[src/rtl/kmc_ucycle_pkg.sv]
// KMC11 microcycle controller: shared state encoding and limits.
// Imported by the controller and anything that decodes its state.
package kmc_ucycle_pkg;

   typedef enum logic [2:0] {
      HALT    = 3'd0,
      FETCH   = 3'd1,
      EXEC    = 3'd2,
      NPRWAIT = 3'd3,
      WB      = 3'd4,
      CWR     = 3'd5
   } ucState_t;

   localparam int EXEC_CYC_MIN = 1;
   localparam int EXEC_CYC_MAX = 7;
   localparam int EXEC_CNT_W   = 3;

endpackage

[src/rtl/kmc_ucycle_ctl.sv]
// KMC11 microcycle controller: sequences FETCH/EXEC/WB, single-step,
// maintenance execute, CRAM load and NPR stalls.
module kmc_ucycle_ctl
   import kmc_ucycle_pkg::*;
#(
   parameter int EXEC_CYC   = 1,
   parameter int ICNT_WIDTH = 16
) (
   input  logic                  clk,
   input  logic                  rst,
   input  logic                  kmcINIT,
   input  logic                  kmcRUN,
   input  logic                  kmcSTEP,
   input  logic                  kmcCRAMIN,
   input  logic                  kmcCRAMOUT,
   input  logic                  kmcCRAMWRREQ,
   input  logic                  kmcNPRREQ,
   input  logic                  kmcNPRDONE,
   output logic                  kmcCRAMCLKEN,
   output logic                  kmcALUCLKEN,
   output logic                  kmcPCCLKEN,
   output logic                  kmcCRAMWR,
   output logic                  kmcRUNNING,
   output logic                  kmcSTEPDONE,
   output logic [ICNT_WIDTH-1:0] kmcICOUNT
);

   if (EXEC_CYC < EXEC_CYC_MIN || EXEC_CYC > EXEC_CYC_MAX) begin : gBadExecCyc
      $error("kmc_ucycle_ctl: EXEC_CYC out of range 1..7");
   end

   localparam logic [EXEC_CNT_W-1:0] EXEC_LAST = EXEC_CNT_W'(EXEC_CYC - 1);

   ucState_t                state;
   ucState_t                stateNxt;
   logic [EXEC_CNT_W-1:0]   execCnt;
   logic [EXEC_CNT_W-1:0]   execCntNxt;
   logic                    stepMode;
   logic                    stepModeNxt;
   logic                    nprEarly;
   logic                    nprEarlyNxt;
   logic                    stepDone;
   logic                    stepDoneNxt;
   logic [ICNT_WIDTH-1:0]   iCount;
   logic                    init;
   logic                    execLast;
   ucState_t                resumeState;

   assign init     = rst | kmcINIT;
   assign execLast = (execCnt == EXEC_LAST);

   // A maintenance instruction skips the CRAM fetch entirely.
   assign resumeState = kmcCRAMIN ? EXEC : FETCH;

   always_comb begin
      stateNxt    = state;
      execCntNxt  = '0;
      stepModeNxt = stepMode;
      nprEarlyNxt = 1'b0;
      stepDoneNxt = 1'b0;
      unique case (state)
         HALT: begin
            if (kmcCRAMOUT & kmcCRAMWRREQ) begin
               stateNxt = CWR;
            end else if (kmcSTEP & !kmcRUN) begin
               stateNxt    = resumeState;
               stepModeNxt = 1'b1;
            end else if (kmcRUN) begin
               stateNxt = resumeState;
            end
         end
         FETCH: begin
            stateNxt = EXEC;
         end
         EXEC: begin
            if (execLast) begin
               stateNxt    = kmcNPRREQ ? NPRWAIT : WB;
               nprEarlyNxt = kmcNPRREQ & kmcNPRDONE;
            end else begin
               execCntNxt = execCnt + EXEC_CNT_W'(1);
            end
         end
         NPRWAIT: begin
            // nprEarly covers a DONE seen on the clock NPRWAIT was chosen.
            if (kmcNPRDONE | nprEarly) begin
               stateNxt = WB;
            end
         end
         WB: begin
            if (stepMode) begin
               stateNxt    = HALT;
               stepModeNxt = 1'b0;
               stepDoneNxt = 1'b1;
            end else if (kmcRUN) begin
               stateNxt = resumeState;
            end else begin
               stateNxt = HALT;
            end
         end
         CWR: begin
            stateNxt    = HALT;
            stepDoneNxt = 1'b1;
         end
         default: begin
            stateNxt = HALT;
         end
      endcase
   end

   always_ff @(posedge clk) begin
      if (init) begin
         state    <= HALT;
         execCnt  <= '0;
         stepMode <= 1'b0;
         nprEarly <= 1'b0;
         stepDone <= 1'b0;
      end else begin
         state    <= stateNxt;
         execCnt  <= execCntNxt;
         stepMode <= stepModeNxt;
         nprEarly <= nprEarlyNxt;
         stepDone <= stepDoneNxt;
      end
   end

   always_ff @(posedge clk) begin
      if (init) begin
         iCount <= '0;
      end else if (state == WB) begin
         iCount <= iCount + ICNT_WIDTH'(1);
      end
   end

   assign kmcCRAMCLKEN = (state == FETCH);
   assign kmcALUCLKEN  = (state == WB);
   assign kmcPCCLKEN   = (state == WB);
   assign kmcCRAMWR    = (state == CWR);
   assign kmcRUNNING   = (state != HALT);
   assign kmcSTEPDONE  = stepDone;
   assign kmcICOUNT    = iCount;

endmodule

[config.mk]
export PLATFORM = sky130hd
export DESIGN_NAME = kmc_ucycle_ctl
export DESIGN_NICKNAME = d
export VERILOG_FILES = /design/src/rtl/kmc_ucycle_pkg.sv /design/src/rtl/kmc_ucycle_ctl.sv
export SDC_FILE = /design/constraint.sdc
export NUM_CORES = 1
export LEC_CHECK = 0
export ABC_AREA = 0
export CORE_ASPECT_RATIO = 0.9
export CORE_MARGIN = 2
export CORE_UTILIZATION = 48
export DETAILED_ROUTE_END_ITERATION = 10
export GPL_TIMING_DRIVEN = 0
export HOLD_SLACK_MARGIN = 0.1
export PLACE_DENSITY = 0.78
export SLEW_MARGIN = 20
export SYNTH_ARGS = -nofsm -noshare
export SYNTH_HDL_FRONTEND = slang
export SYNTH_SLANG_ARGS = --single-unit
[constraint.sdc]
create_clock -name clk -period 2.27 [get_ports clk]
set_clock_uncertainty 0.1 [all_clocks]
set_input_delay 0.454 -clock clk [delete_from_list [all_inputs] [get_ports clk]]
set_output_delay 0.454 -clock clk [all_outputs]
set_load 0.02 [all_outputs]
* After elaboration in Yosys (flattened, before gate mapping)
Index checks and enable logic that the tools add are counted.
Storage, ports and cells: memories 0, latch bits 0, output and inout bits 22, flip-flop bits (word level) 25, bits in writable memories 0, bits in read-only memories 0
Operators by class: reduce and logical (&&, ||, !) cells 9, $lt $le $gt $ge 0, muxes and demuxes 15, equality and inequality tests 10, bitwise operators 7, multipliers 0, divide/modulo/power cells 0, add/subtract/negate cells 2, shifts and indexed selects 0
Operator list (number):
- 2-to-1 mux 3 bit | 6
- adder 16 x 1 -> 16 bit, second input constant | 1
- case mux 3 bit (5 select lines) | 1
- inequality test 2 bit, second input constant | 4
- equality test 3 x 2 -> 1 bit, second input constant | 2
- equality test 3 bit, second input constant | 2
- logical NOT 3 bit | 2
- 2-to-1 mux 2 bit | 3
- AND reduction 3 bit | 2
- OR reduction 3 bit | 2
- inequality test 4 bit, second input constant | 1
- case mux 1 bit (2 select lines) | 2
- adder 3 x 1 -> 3 bit, second input constant | 1
- bitwise AND 1 bit | 3
- equality test 3 x 1 -> 1 bit, second input constant | 1
- 2-to-1 mux 1 bit | 3
- nonzero test 3 bit | 1
- inverter 1 bit | 2
- OR 1 bit | 2
- nonzero test 2 bit | 1
- logical NOT 1 bit | 1

* Logic depth before layout (Yosys ltp)
Gate-level depths: netlist of the first run.
depth after elaboration 5, depth in mapped cells 6, mapped depth without buffers 6

* Worst setup path after synthesis of the first run
Ideal clock, no wire load.
kind register -> output, start register state[1], end output kmcPCCLKEN, stages on the path, launching flop included 4, buffers on the path 2, arrival 1.272 ns, path slack 0.444 ns, data required time 1.716 ns, path through dfxtp_1 > buf_2 > nor3b_2 > buf_4
Between the ends: word-level cells in the longest chain between the ends 1
Ends and longest elaborated chain:
- from (decl) | line kmc_ucycle_ctl.sv:34 | ucState_t state;
- from (signal assigned) | line kmc_ucycle_ctl.sv:118 | state <= stateNxt;
- equality test 3 bit
- to (decl) | line kmc_ucycle_ctl.sv:21 | output logic kmcPCCLKEN,
Every way passes these cells.

* Final worst setup path of the first run
start register state[0], end output kmcPCCLKEN
Between the ends: word-level cells in the longest chain between the ends 1
Ends and longest elaborated chain:
- equality test 3 bit | line kmc_ucycle_ctl.sv:136 | assign kmcPCCLKEN = (state == WB);
Every way passes these cells.

==> impl_metrics.yaml, run 1 <==
run_status:
  status: "finished, violations left"
  violations: "design-rule violations"
grt:
  antenna_found_initial: 0
  grt_pass1_vias: 1104
  grt_overflow_total: 0
  grt_max_degree: 14
  track_usage_pct: 21.3
  grt_pass1_wl_um: 4970
floorplanning:
  die_w_um: 58.6
  fp.dieH_um: 53.2
  pin_count: 32
  core_area_um2: 2510
  dieArea_um2: 3120
  rows: 17
  start_util_pct: 51.3
synth:
  yosysSeqAreaShare_pct: 38.8
  synthArstFlopShare_pct: 0
  yosysWarnings: 0
  ys.flop_type: "dfxtp_1"
  yosysTopAreaCellShare_pct: 38.8
  synth_area_per_cell_um2: 8.71
  syn_inst: 148
  synth_nets: 161
  yosys-top-cells-area: "dfxtp_1 (39%), nor2_1 (6.1%), xnor2_1 (6.1%)"
  synth_area_leader_cell: "dfxtp_1"
  ys_top_cells_by_count: "dfxtp_1 (25), nor2_1 (21), nand2_1 (14)"
  ys_types: 42
  synth_edf_count: 0
  synth_seq_cells: 25
  syn-cell-area_um2: 1290
  yosysMostFrequentCell: "dfxtp_1"
final_layout:
  finalNonFillerCells: 212
  final_nets: 198
  multi_input_area_um2: 722
  drive_above_1_share_pct: 8.15
  nFillCells: 226
  area_growth_pct: 29.8
  register_area_um2: 500
  antenna_cells: 0
timing:
  maxClockFrequency_mhz: 461
  tightest_slew_ns: 0.562
  hold_viol: 0
  final_max_slew_viol_count: 0
  setup_viol: 0
  relSlewSlack_pct: 62.5
  worst_slack_ns: 0.0994
  rsz0062_at_grt: "no"
  fin_crit_sh_pct: 95.6
  holdWs_ns: 0.358
  min_period_ns: 2.17
  setup_tns_ns: 0
power_and_ir_drop:
  p_leak_nw: 0.629
  finalPower_mw: 0.763
  vdd_drop_max_v: 0.000422
  power_density_nw_per_um2: 456
clocking:
  cts_buffer_depth: 2
  cts_max_level: 1
  cts.reportedPaths.clkPinSlew_ns: 0.13
  clock_latency_ns: 0.32
  clock-root-buffer: "clkbuf_4"
  cts.sinks: 25
  cts_buffers: 3
  cts_tree: "yes"
min_path:
  hp-class: "reg -> reg"
route:
  drc_errors: 1
  routed_via_density: 5.58
  wl_per_cell_um: 14.1
  vias: 1182
  finalWirelength_um: 2990
  drt_first_pass_iters: 7
  postRouteAntennaNets: 0
  drt_iter0_markers: 30
placed_design:
  place_ws_ns: -0.119
  place_hpwl_um: 2200
  dp_cells: 207
  port_buffers: 31
  gp_congestion: 0.850
setup_path:
  crit_fanout: 10
  arrival_ns: 1.62
  worstSetupPathType: "reg -> out"
  start_kind: "flop"
  critPathMaxStageDelay_ns: 0.35
  critPathSlowestCell: "dfxtp_1"
  path_cells: "buf_2 > nor3b_4 > buf_4 > dlygate4sd2_1"
  required_ns: 1.72
  cp-end-kind: "output port"
job:
  max-cap-violations: 0
-- flip-flops by register name (all words and copies together) (netlist names) --
register     count
execCnt          3
kmcICOUNT       16
kmcSTEPDONE      1
nprEarly         1
state            3
stepMode         1
-- power by group --
part	total, mW	switching (mW)	leakage (nW)	internal, mW
logic	0.118	0.0640	0.412	0.0544
clock network	0.196	0.127	0.0150	0.0688
registers	0.449	0.00464	0.202	0.444
-- through the flow --
step	utilization [%]	area [um^2]
2_1_floorplan	-	1290
3_5_place_dp	65.1	1630
6_report	66.6	1670
5_1_grt	66.6	1670
4_1_cts	66.6	1670
3_3_place_gp	65.1	1630
-- cell families after synthesis --
logic type / synth area share [%]
and+or+nand+nor: 32.1
DFF: 38.8
AOI/OAI and AO/OA: 10.8
buffers and inverters: 5.63
xor gates and xnor gates: 8.16
adders and majority gates: 2.91
muxes: 1.55
-- critical path, delay by kind of cell, from the launching register on --
family	cells	cell delay, ns
and+or+nand+nor	1	0.28
DFF	1	0.35
buffers and inverters	3	0.67
-- timing repair --
| item | in CTS | in global routing |
|---|---|---|
| endpoints found under the setup margin | 4 | 0 |
| setup buffers | 1 | 0 |
| resized for setup | 7 | 0 |
| hold buffers | 0 | 0 |
-- routing by layer --
metal | GRT usage [%] | share of wire [%] | vias up | routed length [um]
met5 | 0 | 0 | - | 0
met1 | 26.5 | 45 | 543 | 1350
met3 | 5.13 | 4.7 | 2 | 141
li1 | - | - | 597 | -
met2 | 37.3 | 49 | 40 | 1480
met4 | 4.55 | 0.57 | 0 | 17
-- cell type report --
type / count / share of cell area (%)
tap: 28 / 2.09
sequential: 25 / 29.9
multi-input combinational: 109 / 43.2
clock buffer: 4 / 1.57
timing repair buffer: 32 / 18.7
buffer: 7 / 2.99
inverter: 7 / 1.57
-- cell usage in the layout (no fill, tap or decap), types with 4 or more instances in the layout --
| cell type | Yosys | layout |
|---|---|---|
| xnor2_1 | 9 | 9 |
| nor2_1 | 21 | 21 |
| clkdlybuf4s50_1 | 0 | 27 |
| nor4_1 | 5 | 5 |
| dlygate4sd2_1 | 0 | 4 |
| dfxtp_1 | 25 | 25 |
| a21oi_1 | 6 | 6 |
| clkbuf_4 | 0 | 4 |
| inv_1 | 7 | 7 |
| nand2_1 | 14 | 14 |
| nor3_1 | 5 | 5 |
| nand3_1 | 4 | 4 |
-- final timing paths --
check | slack (ns) | cells after the start | endpoint | from
max | 0.1 | 4 | kmcPCCLKEN | state[0]
min | 0.36 | 1 | execCnt[0] | execCnt[0]
max reg2reg | 0.58 | 5 | state[1] | state[1]
min reg2reg | 0.36 | 1 | execCnt[0] | execCnt[0]
No activity file was read; power rests on OpenSTA's default activity.
==> inputs of run 2 (changes only) <==
--- a/config.mk
+++ b/config.mk
@@ -8,11 +8,11 @@
 export ABC_AREA = 0
 export CORE_ASPECT_RATIO = 0.9
 export CORE_MARGIN = 2
-export CORE_UTILIZATION = 48
+export CORE_UTILIZATION = 47
 export DETAILED_ROUTE_END_ITERATION = 10
 export GPL_TIMING_DRIVEN = 0
 export HOLD_SLACK_MARGIN = 0.1
-export PLACE_DENSITY = 0.78
+export PLACE_DENSITY = 0.77
 export SLEW_MARGIN = 20
 export SYNTH_ARGS = -nofsm -noshare
 export SYNTH_HDL_FRONTEND = slang
==> impl_metrics.yaml, run 2 (synthesized netlist as in run 1, its figures left out) <==
timing:
  fin_crit_sh_pct: 96.6
  worst_slack_ns: 0.0778
  setup_viol: 0
  hold_viol: 0
  final_max_slew_viol_count: 0
  maxClockFrequency_mhz: 456
  tightest_slew_ns: 0.552
  min_period_ns: 2.19
  rsz0062_at_grt: "no"
  relSlewSlack_pct: 63.0
power_and_ir_drop:
  p_clk_share_pct: 26.6
  power_density_nw_per_um2: 460
  power_switching_mw: 0.206
  p_int_mw: 0.567
  power_frac_comb_pct: 15.4
  vdd_drop_max_v: 0.000371
  p_seq_share_pct: 58.1
  switching_share_pct: 26.7
  p_leak_nw: 0.628
setup_path:
  worstSetupPathType: "reg -> out"
  critPathSlowestCell: "clkdlybuf4s50_1"
  cpLargestDelayFamily: "buffers and inverters"
  r2r_setup_slack_ns: 0.57
  required_ns: 1.72
  cp-end-kind: "output port"
  crit_fanout: 4
  start_kind: "flop"
  timing.critical_path.buf_inv: 1
  arrival_ns: 1.64
  path_cells: "or3_1 > clkdlybuf4s50_1"
  critPathMaxStageDelay_ns: 0.56
grt:
  track_usage_pct: 19.7
  grt_pass1_vias: 1053
  grt_overflow_total: 0
  antenna_found_initial: 0
  grt_max_degree: 16
  grt_pass1_wl_um: 4710
route:
  drt_iter0_markers: 78
  drc_errors: 0
  drt_first_pass_iters: 4
  postRouteAntennaNets: 0
  wl_per_cell_um: 13.6
  routed_via_density: 5.68
  vias: 1205
  finalWirelength_um: 2890
final_layout:
  antenna_cells: 0
  layout_common_cells: "clkdlybuf4s50_1 (27), dfxtp_1 (24), nor2_1 (21)"
  area_growth_pct: 30.4
  final_nets: 198
  stdcell_area_um2: 1680
  drive_above_1_share_pct: 9.24
  layout_commonest_cell: "clkdlybuf4s50_1"
  largest_register_ffs: 16
floorplanning:
  fp.dieH_um: 53.7
  core_area_um2: 2530
  pin_count: 32
  dieArea_um2: 3180
  start_util_pct: 50.9
  die_w_um: 59.2
  rows: 17
clocking:
  clock-root-buffer: "clkbuf_4"
  cts.reportedPaths.clkPinSlew_ns: 0.15
  clock_latency_ns: 0.33
  cts_buffer_depth: 2
  cts_max_level: 1
  cts.sinks: 25
  cts_buffers: 3
  cts_tree: "yes"
run_status:
  status: "finished, final reports clean"
min_path:
  hp-class: "reg -> reg"
job:
  max-cap-violations: 0
placed_design:
  place_area_um2: 1630
  gp_congestion: 0.901
  place_hpwl_um: 2190
  place_ws_ns: -0.128
  port_buffers: 31
run 2: area by class of cell:
type | instances | area [um^2]
Fill cell | 210 | 851
Multi-Input combinational cell | 109 | 722
Sequential cell | 25 | 502
Timing Repair Buffer | 32 | 313
Buffer | 7 | 52.6
Tap cell | 28 | 35.0
Inverter | 7 | 26.3
Clock buffer | 3 | 22.5
Clock inverter | 1 | 7.51
run 2: worst paths after layout:
path	startpoint	endpoint	depth (start not counted)
worst max-delay path	state[0]	kmcRUNNING	2
worst min-delay path	execCnt[0]	execCnt[0]	1
worst max register to register	kmcICOUNT[3]	kmcICOUNT[13]	4
worst min register to register	execCnt[0]	execCnt[0]	1
run 2: stage by stage:
step	TNS, ns	util, %	power [mW]	instances	hold slack (ns)
2_1_floorplan	0	-	0.526	148	0.317
4_1_cts	0	66.4	0.782	212	0.357
6_report	0	66.4	0.773	212	0.351
3_3_place_gp	-0.146	64.6	0.572	207	0.335
3_5_place_dp	-0.163	64.6	0.573	207	0.334
5_1_grt	0	66.4	0.806	212	0.376
run 2: metal layers:
layer	up-vias	part of all wire, %	GRT usage (%)	wire length [um]
met5	-	0	0	0
met4	0	0.73	4.55	21
met3	2	4.5	5.05	129
met2	29	48	31.9	1380
met1	582	47	26.4	1360
li1	592	-	-	-
run 2: power by group through the flow:
stage	Clock (mW)	Combinational, mW	Sequential [mW]
floorplan	0	0.0688	0.457
global placement	0	0.114	0.458
detailed placement	0	0.114	0.458
CTS	0.216	0.117	0.449
global route	0.228	0.127	0.450
finish	0.205	0.119	0.449
run 2: repair_timing:
action                     in CTS  in global routing
gates resized for setup         9                  0
setup endpoints to repair       4                  0
hold buffers                    0                  0
buffers inserted                1                  0
